**src/rtl/tff_bank_counter.sv**
```systemverilog
// tff_bank_counter: WIDTH-bit register that works either as a bank of
// independent T flip-flops or as a modulo-MODULUS up/down counter.
// It also has a synchronous load, a terminal-count flag and a one-cycle
// wrap pulse.
// Optional feature macro: TFF_GRAY_OUT_EN adds a registered q_gray output,
// which always equals q ^ (q >> 1).
module tff_bank_counter #(
    parameter int WIDTH     = 8,
    parameter int MODULUS   = 256,
    parameter int RESET_VAL = 0
) (
    input  logic             clk,
    input  logic             reset,
    input  logic             en,
    input  logic [1:0]       mode,
    input  logic [WIDTH-1:0] t,
    input  logic             load,
    input  logic [WIDTH-1:0] load_val,
    output logic [WIDTH-1:0] q,
`ifdef TFF_GRAY_OUT_EN
    output logic [WIDTH-1:0] q_gray,
`endif
    output logic             tc,
    output logic             wrap
);

    typedef enum logic [1:0] {
        MODE_TOGGLE = 2'b00,
        MODE_UP     = 2'b01,
        MODE_DOWN   = 2'b10,
        MODE_HOLD   = 2'b11
    } mode_t;

    // Highest legal count. MODULUS may equal 2**WIDTH, so the value is
    // computed in int and then truncated to WIDTH bits.
    localparam logic [WIDTH-1:0] TOP      = WIDTH'(MODULUS - 1);
    localparam logic [WIDTH-1:0] RST_Q    = WIDTH'(RESET_VAL);
    localparam logic [WIDTH-1:0] ONE      = WIDTH'(1);
    localparam logic [WIDTH-1:0] ZERO     = '0;

    logic [WIDTH-1:0] q_reg;
    logic [WIDTH-1:0] q_next;
    logic             wrap_reg;
    logic             wrap_next;
    logic [WIDTH-1:0] toggled;

    // Per-bit T flip-flop: each bit flips when its mask bit is set.
    // No modulus clamp is applied in toggle mode.
    generate
        for (genvar gi = 0; gi < WIDTH; gi++) begin : g_tff
            assign toggled[gi] = q_reg[gi] ^ t[gi];
        end
    endgenerate

    // Next-state selection. Load has priority over the enable, and the
    // enable has priority over holding the current value.
    always_comb begin
        q_next    = q_reg;
        wrap_next = 1'b0;
        if (load) begin
            q_next = (load_val > TOP) ? TOP : load_val;
        end else if (en) begin
            case (mode)
                MODE_TOGGLE: q_next = toggled;
                MODE_UP: begin
                    // Values above TOP, which toggle mode can leave behind,
                    // also wrap to zero.
                    if (q_reg >= TOP) begin
                        q_next    = ZERO;
                        wrap_next = 1'b1;
                    end else begin
                        q_next = q_reg + ONE;
                    end
                end
                MODE_DOWN: begin
                    if (q_reg == ZERO) begin
                        q_next    = TOP;
                        wrap_next = 1'b1;
                    end else if (q_reg > TOP) begin
                        // An out-of-range value is pulled back into range.
                        // This does not count as a wrap.
                        q_next = TOP;
                    end else begin
                        q_next = q_reg - ONE;
                    end
                end
                default: q_next = q_reg;
            endcase
        end
    end

    // State register with an asynchronous reset.
    always_ff @(posedge clk or posedge reset) begin
        if (reset) begin
            q_reg    <= RST_Q;
            wrap_reg <= 1'b0;
        end else begin
            q_reg    <= q_next;
            wrap_reg <= wrap_next;
        end
    end

`ifdef TFF_GRAY_OUT_EN
    logic [WIDTH-1:0] q_gray_reg;

    // Gray-coded copy of q. It is registered from q_next, so it changes
    // on the same edge as q.
    always_ff @(posedge clk or posedge reset) begin
        if (reset) begin
            q_gray_reg <= RST_Q ^ (RST_Q >> 1);
        end else begin
            q_gray_reg <= q_next ^ (q_next >> 1);
        end
    end

    assign q_gray = q_gray_reg;
`endif

    // Terminal count depends only on the current value and the mode.
    // It does not depend on en.
    always_comb begin
        tc = 1'b0;
        if (mode == MODE_UP)
            tc = (q_reg == TOP);
        else if (mode == MODE_DOWN)
            tc = (q_reg == ZERO);
    end

    assign q    = q_reg;
    assign wrap = wrap_reg;

endmodule

```
**config.mk**
```make
export PLATFORM = sky130hd
export DESIGN_NAME = tff_bank_counter
export DESIGN_NICKNAME = d
export VERILOG_FILES = /design/src/rtl/tff_bank_counter.sv
export SDC_FILE = /design/constraint.sdc
export NUM_CORES = 1
export LEC_CHECK = 0
export ABC_AREA = 1
export BUFFER_PORTS_ARGS = -buffer_cell sky130_fd_sc_hd__buf_4
export CORE_ASPECT_RATIO = 1.75
export CORE_MARGIN = 3
export CORE_UTILIZATION = 47
export CTS_BUF_LIST = sky130_fd_sc_hd__clkbuf_16
export CTS_CLUSTER_DIAMETER = 200
export DETAILED_ROUTE_END_ITERATION = 6
export GPL_TIMING_DRIVEN = 0
export PLACE_DENSITY = 0.75
export REMOVE_ABC_BUFFERS = 1
export SYNTH_ARGS = -nofsm -noshare
export SYNTH_HDL_FRONTEND = slang
export SYNTH_SLANG_ARGS = --single-unit
```
**constraint.sdc**
```tcl
create_clock -name clk -period 1.29 [get_ports clk]
set_input_delay 0.129 -clock clk [delete_from_list [all_inputs] [get_ports clk]]
set_output_delay 0.129 -clock clk [all_outputs]
set_load 0.03 [all_outputs]
```
==> impl_metrics.tcl <==
set metrics [dict create \
    synthCells 188 \
    arrival_ps 1520 \
    fillers 167 \
    final_nets 265 \
    worst-r2r-cell-count 8 \
    drc 0 \
    synth_ff_type "dfrtp_1" \
    synth-edff-count 0 \
    powerDensity_mw_per_mm2 1090 \
    port-buffer-count 31 \
    fin_crit_ps 1650 \
    rrSetupSlack_ps -350 \
    final_util_pct 76.6 \
    setup_tns_ps -2880 \
    clock.fmax_mhz 606 \
    min_to "q[2]" \
    drtPass1Iterations 4 \
    clock_skew_ps 1.63 \
    htreeDepth 1 \
    fin_crit_sh_pct 128 \
    globalplace.congestion 0.940 \
    yosysTopAreaCell "dfrtp_1" \
    cts.path.max_buffers 2 \
    worstReg2RegEnd "q[6]" \
    vias 1506 \
    critPathBufInv 2 \
    antenna_left 0 \
    largest_register_ffs 8 \
    routedWlPerCell_um 15.9 \
    drive_gt1_share_pct 47.0 \
    violations "negative setup slack" \
    grt_max_degree 15 \
    end_kind "output pin" \
    cp_max_fo 4 \
    first_global_vias 1439 \
    drt_iter0_drc 89 \
    clk_pin_slew_ps 40 \
    multi_input_area_um2 947 \
    syn_to_final_growth_pct 50.4 \
    holdWs_ps 142 \
    worst_slack_ps -359 \
    yosysMostFrequentCell "nand2_1" \
    hp-start "load_val[2]" \
    start_util_pct 51.0 \
    hold_viol 0 \
    slew_violations 0 \
    crit_path_max_incr_delay_ps 440 \
    setup_viol 10 \
    clk_latency_ps 230 \
    worst_ir_drop_vdd_v 0.00104 \
    seq_area_um2 234 \
    path_class "reg2out" \
    syn_area_mm2 0.00120 \
    grt_pass1_wl_um 6510 \
    worst_slew_pin_slew_ps 489 \
    core_mm2 0.00236 \
    numCtsBuffers 3 \
    netlist_top_cells_area "dfrtp_1, nand2_1, nor2_1" \
    max-slew-margin-rel_pct 67.4 \
    critPathTopFamily "flip-flops" \
    synth_top_area_share_pct 18.7 \
    viasPerCell 5.77 \
    cts_tree "built" \
    syn_avg_cell_area_um2 6.40 \
    p_leak_uw 0.000892 \
    worstPathRequired_ps 1160 \
    die_area_mm2 0.00323 \
    cp_slowest_cell "dfrtp_2" \
    ys_types 32 \
    path_cells "inv_4 -> ha_4 -> nand2_4 -> nor2_4 -> nand3_4 -> a21oi_4 -> buf_6" \
    startpoint_type "flip-flop" \
    min_path_type "in2reg" \
    antenna_found_initial 0 \
    maxCapViolations 0 \
    overflow 0 \
    diodes 0 \
    cts.sinks 9 \
    rows 23 \
    die_y_um 72.9 \
    grt_usage_pct 26.4 \
    yosys_register_bits 9 \
    ios 32 \
    rr_startpoint "q[0]" \
    synthTopCellsByCount "nand2_1, nor2_1, inv_1, nand3_1, a21oi_1" \
    status "finished with violations" \
    rsz0062_at_grt "true" \
    cts_root_buf "clkbuf_16" \
    dpl.hpwl_um 2660 \
    die_x_um 44.2 \
    min_path_cells 3 \
    ys_async_sr_fraction_pct 100 \
    dp_slack_ps -440 \
    wl_um 4160 \
    yosysWarningCount 0 \
    ys_seq_area_share_pct 18.7 \
]
cells by family after synthesis:
| family | count (synthesis) | synth area share (%) |
|---|---|---|
| AOI/OAI and AO/OA | 33 | 16.5 |
| xor gates and xnor gates | 7 | 5.10 |
| adders and majority gates | 6 | 6.24 |
| buffers and inverters | 33 | 14.7 |
| DFF | 9 | 18.7 |
| and+or+nand+nor | 100 | 38.7 |
per-layer routing:
metal  global-route usage, %  share of wire (%)
met3                    3.70                6.5
met5                       0                  0
met1                    29.8                 35
met4                    14.8                6.1
met2                    45.6                 53
worst max path at each step:
stage          from    to  slack, ps  depth (start not counted)
6_report       q[1]    tc       -360                          7
5_1_grt        q[0]  q[6]       -450                         11
4_1_cts        q[1]    tc       -310                          7
3_5_place_dp   q[0]  q[6]       -440                         11
3_3_place_gp   q[0]  q[6]       -410                         11
2_1_floorplan  q[0]    tc       -580                          7
layout make-up:
cell class,count,share of cell area (%)
multi-input cells,146,52.4
repair buffers,53,23.0
flip-flops and latches,9,12.9
inverters,24,5.54
clock buffers,3,4.15
well taps,25,1.73
clock inverters,1,0.208
report_power, final:
part	internal [uW]	total, uW	switching [uW]
clock network	405	535	131
registers	331	427	95.7
logic	429	1010	577
stage by stage:
stage                     cells  total power, uW  cell area (um^2)
after floorplan             179              899              1120
after global placement      235             1120              1380
after detailed placement    235             1140              1380
after CTS                   255             1870              1690
after global routing        261             2090              1810
final                       261             1970              1810
tightest hold or removal path: stages:
cell,delay (ps)
buf_4,80
a22oi_1,80
nand2_1,60
cell usage in the layout, fill, tap and decap left out, types with 2 or more instances in the layout:
cell,Yosys,routed
buf_4,1,46
nand2_1,41,37
nor2_1,27,22
inv_1,18,16
a21oi_1,12,9
o21ai_0,11,8
nand3_2,2,8
nand3_1,14,8
nand2_2,6,7
dfrtp_2,0,7
nor2_2,2,6
buf_6,4,5
inv_2,4,4
o21ai_1,3,4
xnor2_1,4,4
nand2_4,0,3
nor2_4,2,3
inv_4,0,3
a21oi_2,1,3
xor2_1,3,3
nand4_1,3,3
ha_4,0,3
clkbuf_16,0,3
clkinv_2,2,2
a21o_1,2,2
ha_1,6,2
dfrtp_1,9,2
timing repair:
action / CTS / global route
hold buffers: 1 / 0
pin swaps: 13 / 12
setup buffers: 15 / 6
resized for setup: 38 / 16
gates cloned: 0 / 0
setup endpoints to repair: 10 / 10
endpoints found under the hold margin: 9 / 0
Power figures use the tool's default switching activity.
